## src/rtl/compressor_4to2.sv

```systemverilog
// Registered 4:2 compressor. Each column folds x1..x3 in a full adder, then folds
// that sum with x4 and the neighbouring column's majority carry in a second full adder.
module compressor_4to2 #(
  parameter int WIDTH = 1
) (
  input  logic             clk,
  input  logic             rst,
  input  logic             in_valid,
  input  logic [WIDTH-1:0] x1,
  input  logic [WIDTH-1:0] x2,
  input  logic [WIDTH-1:0] x3,
  input  logic [WIDTH-1:0] x4,
  input  logic             cin,
  output logic [WIDTH-1:0] sum,
  output logic [WIDTH-1:0] carry,
  output logic             cout,
  output logic             out_valid
);

  // Handshake: in_valid qualifies x1..x4/cin on the sampling edge; there is no
  // ready, so every qualified cycle is accepted. out_valid is high for exactly one
  // cycle per accepted input, one clock later; outputs hold when nothing is accepted.

  logic [WIDTH-1:0] w_s1;
  logic [WIDTH-1:0] w_co;
  logic [WIDTH:0]   w_cin_chain;
  logic [WIDTH-1:0] w_cin;
  logic [WIDTH-1:0] w_sum;
  logic [WIDTH-1:0] w_carry;
  logic             w_cout;

  logic [WIDTH-1:0] r_sum;
  logic [WIDTH-1:0] r_carry;
  logic             r_cout;
  logic             r_out_valid;

  assign w_s1 = x1 ^ x2 ^ x3;
  assign w_co = (x1 & x2) | (x1 & x3) | (x2 & x3);

  // Shifting co up by one column keeps the carry chain one column deep;
  // the bit that falls off the top becomes cout.
  assign w_cin_chain = {w_co, cin};
  assign w_cin       = w_cin_chain[WIDTH-1:0];
  assign w_cout      = w_cin_chain[WIDTH];

  assign w_sum   = w_s1 ^ x4 ^ w_cin;
  assign w_carry = (w_s1 & x4) | (w_s1 & w_cin) | (x4 & w_cin);

  always_ff @(posedge clk) begin
    if (rst) begin
      r_sum       <= '0;
      r_carry     <= '0;
      r_cout      <= 1'b0;
      r_out_valid <= 1'b0;
    end else begin
      r_out_valid <= in_valid;
      if (in_valid) begin
        r_sum   <= w_sum;
        r_carry <= w_carry;
        r_cout  <= w_cout;
      end
    end
  end

  assign sum       = r_sum;
  assign carry     = r_carry;
  assign cout      = r_cout;
  assign out_valid = r_out_valid;

endmodule

```

## config.mk

```make
export PLATFORM = sky130hd
export DESIGN_NAME = compressor_4to2
export DESIGN_NICKNAME = d
export VERILOG_FILES = /design/src/rtl/compressor_4to2.sv
export SDC_FILE = /design/constraint.sdc
export NUM_CORES = 1
export LEC_CHECK = 0
export CAP_MARGIN = 20
export CORE_AREA = 2 2 39 41
export DETAILED_ROUTE_END_ITERATION = 7
export DIE_AREA = 0 0 41 43
export GPL_TIMING_DRIVEN = 1
export PLACE_DENSITY = 0.35
export REMOVE_ABC_BUFFERS = 1
export SETUP_SLACK_MARGIN = 0.1
export SKIP_CTS_REPAIR_TIMING = 1
export SYNTH_ARGS = -nofsm -noshare
export SYNTH_HDL_FRONTEND = slang
export SYNTH_SLANG_ARGS = --single-unit
```

## constraint.sdc

```tcl
create_clock -name clk -period 3.9 [get_ports clk]
set_clock_uncertainty 0.2 [all_clocks]
set_input_delay 0.78 -clock clk [delete_from_list [all_inputs] [get_ports clk]]
set_output_delay 0.78 -clock clk [all_outputs]
set_load 0.02 [all_outputs]
```

# After elaboration in Yosys (flattened, before gate mapping)
# Index checks and enable logic that the tools add are counted.
# Widths: inputs -> output; s select.
[op_classes]
bitwise = 14
[op_table]
columns = ["op", "n"]
rows = [
  ["$and 1x1->1", 6],
  ["$or 1x1->1", 4],
  ["$xor 1x1->1", 4],
]
[totals]
ff_bits = 4
input_bits = 8

# Longest topological paths before layout
# Gate-level depths: netlist of run 1.
[depth]
depth_word = 5
depth_mapped = 4

# Worst setup path after synthesis of run 1
# OpenSTA, ideal clock, no wires.
[synth_timing]
path_type = "input to register"
startpoint = "in x1"
endpoint = "reg r_sum, in the netlist sum"
t_arrival_ns = 1.960
t_required_ns = 3.614
setup_slack_ns = 1.655
cell_stages = 4
n_path_buf = 0
cell_sequence = "inv_1 fa_1 fa_1 a211oi_1"
[synth_between]
elab_chain_cells = 4
[synth_rtl]
columns = ["element", "line", "text"]
rows = [
  ["from (decl)", "9", "input logic [WIDTH-1:0] x1,"],
  ["$xor 1x1->1 (2 in a row)", "37", "assign w_s1 = x1 ^ x2 ^ x3;"],
  ["$xor 1x1->1 (2 in a row)", "46", "assign w_sum = w_s1 ^ x4 ^ w_cin;"],
  ["to (signal assigned)", "58", "r_sum <= w_sum;"],
  ["to (decl)", "32", "logic [WIDTH-1:0] r_sum;"],
]
# No other way between the ends.
# A chain may end at the register's enable or synchronous reset.

# Final worst setup path of run 1
# Same ends and word-level chain as after synthesis.

==> summary.md, run 1 <==
| Metric | Value |
|---|---|
| Final wirelength | `340 um` |
| Relative slew margins | `0.839` |
| Most frequent cells in the layout | `sky130_fd_sc_hd__clkdlybuf4s50_1, sky130_fd_sc_hd__inv_1, sky130_fd_sc_hd__dfxtp_1` |
| Total number of placement rows | `14` |
| Ratio of final minimum period to clock period | `0.645` |
| Final count of pins violating max slew | `0` |
| RD Place Congestion | `0.491` |
| Crit Path Class | `in2reg` |
| Leak pwr | `0.141 nW` |
| Met3 wire length | `62 um` |
| Clk buf depth | `2` |
| Maximum cell stage delay along the critical path | `0.55 ns` |
| Ratio of routed vias to standard cells | `3.44` |
| Most frequent standard cell in the layout excluding fill and tap cells | `sky130_fd_sc_hd__clkdlybuf4s50_1` |
| Required time of the worst setup path | `3.85 ns` |
| Final setup violating endpoints | `0` |
| Number of nets at the end of the flow | `44` |
| Chip height | `43 um` |
| Number of clock sinks seen by CTS | `4` |
| Sum of buffers and inverters on the critical path | `2` |
| Dominant delay contributor by cell family on the critical path | `adder cells` |
| Total chip power | `123 uW` |
| Hold Violations, Final | `0` |
| Post-detailed-route wirelength per cell | `7.08 um` |
| Area of all placed cells without fillers | `332 um2` |
| Worst flop-to-flop path startpoint | `cout$_SDFFE_PP0P_` |
| DRT Pass-1 Iters | `1` |
| Flip-flop and latch count after synthesis | `4` |
| Utilization after layout | `0.240` |
| Register clock-pin slew on the reported worst setup and hold paths | `0.03 ns` |
| Final setup TNS | `0 ns` |
| List of cells traversed by the critical path | `clkdlybuf4s50_1, inv_1, fa_1, fa_1, a211oi_1` |
| Worst-case reg-to-reg path depth | `2` |
| Mean instance size in the synthesized netlist | `9.94 um2` |
| Synth-to-layout area growth | `85.3%` |
| Power density over the cells | `372 mW/mm2` |
| Initial Util | `0.129` |
| Die footprint | `0.00176 mm2` |
| Global-route usage over all layers | `0.0473` |
| # IOs | `12` |
| Met1 routed wirelength after detailed routing | `154 um` |
| Number of instances on the worst hold path | `2` |
| Area after DPL | `309 um2` |
| Area of the mapped netlist | `179 um2` |
| Unique masters post-synth | `6` |
| Most repeated library cell on the critical path | `sky130_fd_sc_hd__fa_1` |
| Critical Path End Type | `flip-flop` |
| Number of global-route vias before repair | `152` |
| Root cell of the clock tree | `sky130_fd_sc_hd__clkbuf_4` |
| Worst hold path startpoint | `carry$_SDFFE_PP0P_` |
| Worst min-delay path endpoint | `carry$_SDFFE_PP0P_` |
| H-tree levels | `1` |
| Initial DRC count | `0` |
| Number of inserted diodes | `0` |
| Time the worst path needs with I/O delays and setup | `2.51 ns` |
| Proportion of synthesized chip area in sequential cells | `0.448` |
| Worst-margin pin slew | `0.241 ns` |
| Die X-Extent | `41 um` |
| Worst VDD drop | `80.5 uV` |
| DP Cell Count | `45` |
| Routed via count | `165` |
| Clock tree from TritonCTS | `yes` |
| Post-route DRC violation count | `0` |
| Outcome | `finished, final reports clean` |
| Total number of yosys warnings | `0` |
| Slowest library cell on the worst path | `sky130_fd_sc_hd__fa_1` |
| Nature of the critical path startpoint | `primary input` |
| Worst Slack Setup Final | `1.39 ns` |
| Total CTS buffers | `3` |
| Worst setup slack before clock tree synthesis | `1.14 ns` |
| RSZ-0062 raised after global routing | `false` |
| Final Non-Filler Cells | `48` |
| Antenna viol nets, final | `0` |
| Area of the core | `0.00138 mm2` |
| Layout cell share with drive strength beyond 1 | `0.0938` |
| Clock Latency Late Sink | `0.23 ns` |
| Highest achievable clock rate | `398 MHz` |
| Worst Path Arrival | `2.46 ns` |
| Critical path fanouts, max | `1` |
| Number of max-cap violations | `0` |
| Register-to-register setup slack | `3.10 ns` |
| Worst-case hold slack | `0.274 ns` |
| Gr ovfl total | `0` |
| Met2 WL | `124 um` |
| Maximum number of pins on one net before global-route repair | `8` |
| Wire length of the first global-routing pass | `483 um` |
| IO Port Bufs | `11` |
| Cells after synthesis | `18` |
| Reg-to-reg endpoint | `cout$_SDFFE_PP0P_` |
| Highest routed layer | `met3` |
| Initial antenna violation count | `0` |
| Class of the tightest hold or removal check | `reg2reg` |
## registers in the layout (all words and copies together), names as in the netlist
register   flops
out_valid      1
cout           1
sum            1
carry          1
## logic make-up (layout without fill, tap and decap cells)
group | Yosys count | after routing | share of synthesized area
fa+ha+maj | 2 | 2 | 0.224
buf+inv | 5 | 19 | 0.105
flops | 4 | 4 | 0.448
compound gates | 3 | 3 | 0.126
simple gates | 4 | 4 | 0.0979
## how the worst max path moves through the flow
stage,start,to,slack [ns],cells after the start
detailed placement,x1,sum$_SDFFE_PP0P_,1.14,5
global route,x1,sum$_SDFFE_PP0P_,1.34,5
floorplan,x1,sum$_SDFFE_PP0P_,1.65,4
CTS,x1,sum$_SDFFE_PP0P_,1.39,5
global placement,x1,sum$_SDFFE_PP0P_,1.16,5
finish,x1,sum$_SDFFE_PP0P_,1.39,5
## per-layer routing
metal / vias up / GRT usage
li1: 83 / -
met1: 70 / 0.0518
met2: 12 / 0.0500
met3: 0 / 0.0157
met4: 0 / 0.0800
met5: - / 0
## synth_stat cells
library cell / n / area share
sky130_fd_sc_hd__nor2b_1: 1 / 0.035
sky130_fd_sc_hd__a211oi_1: 3 / 0.13
sky130_fd_sc_hd__dfxtp_1: 4 / 0.45
sky130_fd_sc_hd__inv_1: 5 / 0.10
sky130_fd_sc_hd__nor2_1: 3 / 0.063
sky130_fd_sc_hd__fa_1: 2 / 0.22
## worst min-delay path, stage by stage, from the launching register on
cell and delay, ns:
sky130_fd_sc_hd__dfxtp_1 0.30, sky130_fd_sc_hd__nor2_1 0.08, sky130_fd_sc_hd__a211oi_1 0.04
## power by group
group	internal, mW	leakage [nW]	switching (mW)	total, mW
sequential	0.0445	0.0333	0.00137	0.0459
clock	0.0343	0.0138	0.0152	0.0495
combinational	0.0160	0.0941	0.0119	0.0279
total	0.0948	0.141	0.0285	0.123
## layout make-up
type                            count  area [um2]
Sequential cell                     4        80.1
Inverter                            5        18.8
Timing Repair Buffer               11         110
Tap cell                           16        20.0
Multi-Input combinational cell      9        80.1
Fill cell                         145        1050
Clock buffer                        3        22.5
Power figures use the tool's default switching activity.
==> run 2, diff against run 1 <==
- clock period: 3.9 -> 2.61 ns (I/O delays scaled with it)
==> run 2 against run 1 <==
  * Critical path type unchanged
  * Sequential share of layout area did not move
  * Worst setup slack got worse by 1.0 ns
  * Via count fell by 3.0%
  * First-iteration DRC count did not move
==> summary.md, run 2 (same netlist as run 1, synthesis figures left out) <==
| Metric | Value |
|---|---|
| Outcome | `finished, final reports clean (unchanged)` |
| List of cells traversed by the critical path | `clkdlybuf4s50_1, inv_1, fa_1, fa_1, a211oi_1 (unchanged)` |
| Register clock-pin slew on the reported worst setup and hold paths | `0.03 ns (about the same)` |
| Root cell of the clock tree | `sky130_fd_sc_hd__clkbuf_4 (unchanged)` |
| Final setup TNS | `0 ns (unchanged)` |
| Critical path fanouts, max | `1 (unchanged)` |
| Required time of the worst setup path | `2.55 ns (was 3.85 ns)` |
| Post-detailed-route wirelength per cell | `7.52 um (was 7.08 um)` |
| Number of max-cap violations | `0 (unchanged)` |
| Worst VDD drop | `94.3 uV (was 80.5 uV)` |
| Synth-to-layout area growth | `85.3% (unchanged)` |
| Hold Violations, Final | `0 (unchanged)` |
| Worst-case reg-to-reg path depth | `2 (unchanged)` |
| Number of logic stages on the critical path including buffering | `5 (unchanged)` |
| Worst setup slack before clock tree synthesis | `0.0899 ns (was 1.14 ns)` |
| Critical Path End Type | `flip-flop (unchanged)` |
| Initial DRC count | `0 (unchanged)` |
| Number of clock sinks seen by CTS | `4 (unchanged)` |
| Total number of placement rows | `14 (unchanged)` |
| Switch Pwr | `42.7 uW (was 28.5 uW)` |
| Most repeated library cell on the critical path | `sky130_fd_sc_hd__fa_1 (unchanged)` |
| Nature of the critical path startpoint | `primary input (unchanged)` |
| Switching portion of total power | `0.232 (was 0.231)` |
| Beginning of the critical path | `x1 (unchanged)` |
| Area of all placed cells without fillers | `332 um2 (unchanged)` |
| Area of the core | `0.00138 mm2 (unchanged)` |
| Relative slew margins | `0.846 (was 0.839)` |
| Maximum cell stage delay along the critical path | `0.55 ns (about the same)` |
| Chip height | `43 um (unchanged)` |
| H-tree levels | `1 (unchanged)` |
| Initial Util | `0.129 (unchanged)` |
| Combinational share of power | `0.228 (was 0.226)` |
| Antenna viol nets, final | `0 (unchanged)` |
| Number of nets at the end of the flow | `44 (unchanged)` |
| Ratio of routed vias to standard cells | `3.33 (was 3.44)` |
| Power density over the cells | `556 mW/mm2 (was 372 mW/mm2)` |
| Final-layout fill cell count | `147 (was 145)` |
| Reg-to-reg endpoint | `sum$_SDFFE_PP0P_ (was cout$_SDFFE_PP0P_)` |
| Worst-margin pin slew | `0.230 ns (was 0.241 ns)` |
| Total chip power | `184 uW (was 123 uW)` |
| End point of the critical path | `sum$_SDFFE_PP0P_ (unchanged)` |
| Worst flop-to-flop path startpoint | `sum$_SDFFE_PP0P_ (was cout$_SDFFE_PP0P_)` |
| Internal power | `142 uW (was 94.8 uW)` |
| IO Port Bufs | `11 (unchanged)` |
| Reg power frac | `0.372 (about the same)` |
| Global-route usage over all layers | `0.0523 (was 0.0473)` |
| Leak pwr | `0.141 nW (unchanged)` |
| Worst Slack Setup Final | `0.347 ns (was 1.39 ns)` |
| Initial antenna violation count | `0 (unchanged)` |
| Die footprint | `0.00176 mm2 (unchanged)` |
| Number of global-route vias before repair | `152 (unchanged)` |
| Total CTS buffers | `3 (unchanged)` |
| Final count of pins violating max slew | `0 (unchanged)` |
| RD Place Congestion | `0.491 (about the same)` |
| Die X-Extent | `41 um (unchanged)` |
| # IOs | `12 (unchanged)` |
| Maximum number of pins on one net before global-route repair | `8 (unchanged)` |
| Most frequent cells in the layout | `sky130_fd_sc_hd__clkdlybuf4s50_1, sky130_fd_sc_hd__inv_1, sky130_fd_sc_hd__dfxtp_1 (unchanged)` |
| Sum of buffers and inverters on the critical path | `2 (unchanged)` |
| Time the worst path needs with I/O delays and setup | `2.26 ns` |
| Post-route DRC violation count | `0 (unchanged)` |
| Area after DPL | `309 um2 (unchanged)` |
| Clk buf depth | `2 (unchanged)` |
| Highest achievable clock rate | `442 MHz` |
| DRT Pass-1 Iters | `1 (unchanged)` |
| RSZ-0062 raised after global routing | `false (unchanged)` |
| Clock Latency Late Sink | `0.23 ns (about the same)` |
| Register-to-register setup slack | `1.81 ns (was 3.10 ns)` |
| Routed via count | `160 (was 165)` |
| Wire length of the first global-routing pass | `531 um (was 483 um)` |
| Most frequent standard cell in the layout excluding fill and tap cells | `sky130_fd_sc_hd__clkdlybuf4s50_1 (unchanged)` |
| Final wirelength | `361 um (was 340 um)` |
| Dominant delay contributor by cell family on the critical path | `adder cells (unchanged)` |
| Slowest library cell on the worst path | `sky130_fd_sc_hd__fa_1 (unchanged)` |
| Power share of the clock group | `0.401 (about the same)` |
| Clock tree from TritonCTS | `yes (unchanged)` |
| Ratio of final minimum period to clock period | `0.867` |
| Final setup violating endpoints | `0 (unchanged)` |
| Worst Path Arrival | `2.21 ns (was 2.46 ns)` |
| Crit Path Class | `in2reg (unchanged)` |
| Class of the tightest hold or removal check | `reg2reg (unchanged)` |
| Gr ovfl total | `0 (unchanged)` |
| Number of inserted diodes | `0 (unchanged)` |
| Layout cell share with drive strength beyond 1 | `0.0938 (unchanged)` |
## run 2: cell counts in the layout (fill, tap and decap cells not counted)
No cell type changed its count.
## run 2: how the worst min path moves through the flow
stage | from | to | slack (ns) | depth (start not counted)
floorplan | carry$_SDFFE_PP0P_ | carry$_SDFFE_PP0P_ | 0.35 | 2
global placement | sum$_SDFFE_PP0P_ | sum$_SDFFE_PP0P_ | 0.27 | 2
detailed placement | carry$_SDFFE_PP0P_ | carry$_SDFFE_PP0P_ | 0.27 | 2
CTS | carry$_SDFFE_PP0P_ | carry$_SDFFE_PP0P_ | 0.27 | 2
global route | sum$_SDFFE_PP0P_ | sum$_SDFFE_PP0P_ | 0.32 | 2
finish | carry$_SDFFE_PP0P_ | carry$_SDFFE_PP0P_ | 0.27 | 2
## run 2: cell type report
cell class,count,area (um2),share of cell area
Inverter,5,18.8,0.0566
Tap cell,16,20.0,0.0604
Clock buffer,3,22.5,0.0679
Timing Repair Buffer,11,110,0.332
Sequential cell,4,80.1,0.242
Multi-Input combinational cell,9,80.1,0.242
## run 2: metrics by stage
stage                     std cells  utilization  hold WS [ns]
final                            48        0.240         0.275
after global routing             48        0.240         0.321
after CTS                        48        0.240         0.275
after detailed placement         45        0.223         0.270
after global placement           45        0.223         0.270
after floorplan                  18            -         0.347
## run 2: tightest hold or removal path: stages (launching register included)
cell                       delay [ns]
sky130_fd_sc_hd__dfxtp_1         0.30
sky130_fd_sc_hd__nor2_1          0.08
sky130_fd_sc_hd__a211oi_1        0.04
## run 2: power by group through the flow
stage	Combinational [mW]	Clock (mW)	Sequential [mW]
floorplan	0.0119	0	0.0758
global placement	0.0422	0	0.0693
detailed placement	0.0428	0	0.0694
CTS	0.0429	0.0798	0.0685
global route	0.0467	0.0812	0.0690
finish	0.0420	0.0738	0.0685
## run 2: routing by layer
metal | GRT usage | vias to the layer above | share of wire
met4 | 0.0800 | 0 | 0
met3 | 0.0157 | 0 | 0.20
met1 | 0.0516 | 64 | 0.43
li1 | - | 84 | -
met5 | 0 | - | 0
met2 | 0.0656 | 12 | 0.37
==> run 3, diff against run 2 <==
- CAP_MARGIN: 20 -> 25
- CELL_PAD_IN_SITES_DETAIL_PLACEMENT: not set -> 1
- CELL_PAD_IN_SITES_GLOBAL_PLACEMENT: not set -> 1
- PLACE_DENSITY: 0.35 -> 0.51
==> run 3 against run 2 <==
  * Flip-flop and latch count is the same
  * Sequential share of layout area stayed put
  * Combinational power barely moved
  * Register-to-register slack lost 0.03 ns
  * Die area unchanged
  * Highest routed layer unchanged
==> summary.md, run 3 (same netlist as run 1, synthesis figures left out) <==
| Metric | Value |
|---|---|
| Outcome | `finished, final reports clean (unchanged)` |
| RD Place Congestion | `0.571 (was 0.491)` |
| Number of instances on the worst hold path | `2 (unchanged)` |
| RSZ-0062 raised after global routing | `false (unchanged)` |
| Routed via count | `164 (was 160)` |
| Chip height | `43 um (unchanged)` |
| Hold Violations, Final | `0 (unchanged)` |
| Final wirelength | `387 um (was 361 um)` |
| Die footprint | `0.00176 mm2 (unchanged)` |
| List of cells traversed by the critical path | `clkdlybuf4s50_1, inv_1, fa_1, fa_1, a211oi_1 (unchanged)` |
| Slowest library cell on the worst path | `sky130_fd_sc_hd__fa_1 (unchanged)` |
| Layout cell share with drive strength beyond 1 | `0.0938 (unchanged)` |
| Clock tree from TritonCTS | `yes (unchanged)` |
| Synth-to-layout area growth | `85.3% (unchanged)` |
| Relative slew margins | `0.844 (was 0.846)` |
| Initial Util | `0.129 (unchanged)` |
| Final setup TNS | `0 ns (unchanged)` |
| Number of global-route vias before repair | `160 (was 152)` |
| Clk buf depth | `2 (unchanged)` |
| Nature of the critical path startpoint | `primary input (unchanged)` |
| Initial antenna violation count | `0 (unchanged)` |
| Total chip power | `184 uW (about the same)` |
| Clock Latency Late Sink | `0.23 ns (about the same)` |
| H-tree levels | `1 (unchanged)` |
| Number of clock sinks seen by CTS | `4 (unchanged)` |
| Required time of the worst setup path | `2.55 ns (about the same)` |
| Initial DRC count | `2 (was 0)` |
| Highest achievable clock rate | `439 MHz (was 442 MHz)` |
| Crit Path Class | `in2reg (unchanged)` |
| # IOs | `12 (unchanged)` |
| Reg-to-reg endpoint | `sum$_SDFFE_PP0P_ (unchanged)` |
| End point of the critical path | `sum$_SDFFE_PP0P_ (unchanged)` |
| Power density over the cells | `555 mW/mm2 (was 556 mW/mm2)` |
| Worst VDD drop | `101 uV (was 94.3 uV)` |
| Final setup violating endpoints | `0 (unchanged)` |
| Worst-case hold slack | `0.285 ns (was 0.275 ns)` |
| Ratio of routed vias to standard cells | `3.42 (was 3.33)` |
| Total CTS buffers | `3 (unchanged)` |
| Worst Path Arrival | `2.22 ns (was 2.21 ns)` |
| Critical path fanouts, max | `1 (unchanged)` |
| Most frequent standard cell in the layout excluding fill and tap cells | `sky130_fd_sc_hd__clkdlybuf4s50_1 (unchanged)` |
| Gr ovfl total | `0 (unchanged)` |
| Die X-Extent | `41 um (unchanged)` |
| Global-route usage over all layers | `0.0532 (was 0.0523)` |
| Area of the core | `0.00138 mm2 (unchanged)` |
| Post-route DRC violation count | `0 (unchanged)` |
| Ratio of final minimum period to clock period | `0.872 (was 0.867)` |
| Post-detailed-route wirelength per cell | `8.06 um (was 7.52 um)` |
| Class of the tightest hold or removal check | `reg2reg (unchanged)` |
| Maximum cell stage delay along the critical path | `0.55 ns (about the same)` |
| Wire length of the first global-routing pass | `565 um (was 531 um)` |
| Critical Path End Type | `flip-flop (unchanged)` |
| Leak pwr | `0.141 nW (unchanged)` |
| Beginning of the critical path | `x1 (unchanged)` |
| Worst-margin pin slew | `0.234 ns (was 0.230 ns)` |
| Maximum number of pins on one net before global-route repair | `8 (unchanged)` |
| Antenna viol nets, final | `0 (unchanged)` |
| Most frequent cells in the layout | `sky130_fd_sc_hd__clkdlybuf4s50_1, sky130_fd_sc_hd__inv_1, sky130_fd_sc_hd__dfxtp_1 (unchanged)` |
| IO Port Bufs | `11 (unchanged)` |
| DRT Pass-1 Iters | `2 (was 1)` |
| Number of inserted diodes | `0 (unchanged)` |
| FF+latch area | `80.1 um2 (unchanged)` |
| Final-layout fill cell count | `173 (was 147)` |
| Register clock-pin slew on the reported worst setup and hold paths | `0.03 ns (about the same)` |
| Worst-case reg-to-reg path depth | `2 (unchanged)` |
| Total number of placement rows | `14 (unchanged)` |
| Area used by multi-input combinational logic | `80.1 um2 (unchanged)` |
| Worst flop-to-flop path startpoint | `sum$_SDFFE_PP0P_ (unchanged)` |
| Root cell of the clock tree | `sky130_fd_sc_hd__clkbuf_4 (unchanged)` |
| Most repeated library cell on the critical path | `sky130_fd_sc_hd__fa_1 (unchanged)` |
| Final count of pins violating max slew | `0 (unchanged)` |
| Number of nets at the end of the flow | `44 (unchanged)` |
| Number of max-cap violations | `0 (unchanged)` |
| Time the worst path needs with I/O delays and setup | `2.28 ns (was 2.26 ns)` |
| Register-to-register setup slack | `1.78 ns (was 1.81 ns)` |
[run 3: cell counts in the layout (fill, tap and decap cells not counted)]
No cell type changed its count.
[run 3: metal layers]
layer | GRT usage | part of all wire
met1 | 0.0514 | 0.38
met2 | 0.0688 | 0.42
met3 | 0.0157 | 0.19
met4 | 0.0800 | 0
met5 | 0 | 0
[run 3: worst min path at each step]
stage | startpoint | endpoint
final | sum$_SDFFE_PP0P_ | sum$_SDFFE_PP0P_
after global routing | sum$_SDFFE_PP0P_ | sum$_SDFFE_PP0P_
after CTS | sum$_SDFFE_PP0P_ | sum$_SDFFE_PP0P_
after detailed placement | carry$_SDFFE_PP0P_ | carry$_SDFFE_PP0P_
after global placement | sum$_SDFFE_PP0P_ | sum$_SDFFE_PP0P_
after floorplan | carry$_SDFFE_PP0P_ | carry$_SDFFE_PP0P_
[run 3: stage by stage]
step / utilization / area [um2] / instances / setup WS (ns)
2_1_floorplan: - / 179 / 18 / 0.623
3_3_place_gp: 0.223 / 309 / 45 / 0.137
3_5_place_dp: 0.223 / 309 / 45 / 0.0661
4_1_cts: 0.240 / 332 / 48 / 0.307
5_1_grt: 0.240 / 332 / 48 / 0.270
6_report: 0.240 / 332 / 48 / 0.333
[run 3: area by class of cell]
| class | count | area share |
|---|---|---|
| Clock buffer | 3 | 0.0679 |
| Inverter | 5 | 0.0566 |
| Multi-Input combinational cell | 9 | 0.242 |
| Sequential cell | 4 | 0.242 |
| Tap cell | 16 | 0.0604 |
| Timing Repair Buffer | 11 | 0.332 |
[run 3: worst max-delay path: cells and delay by family]
kind            cells  cell delay (ns)
buf+inv             2             0.50
compound gates      1             0.24
fa+ha+maj           2             0.96
[run 3: power breakdown]
group	internal, mW	switching, mW	leakage [nW]	total, mW
clock	0.0512	0.0221	0.0138	0.0733
combinational	0.0238	0.0181	0.0941	0.0419
sequential	0.0666	0.00226	0.0333	0.0688
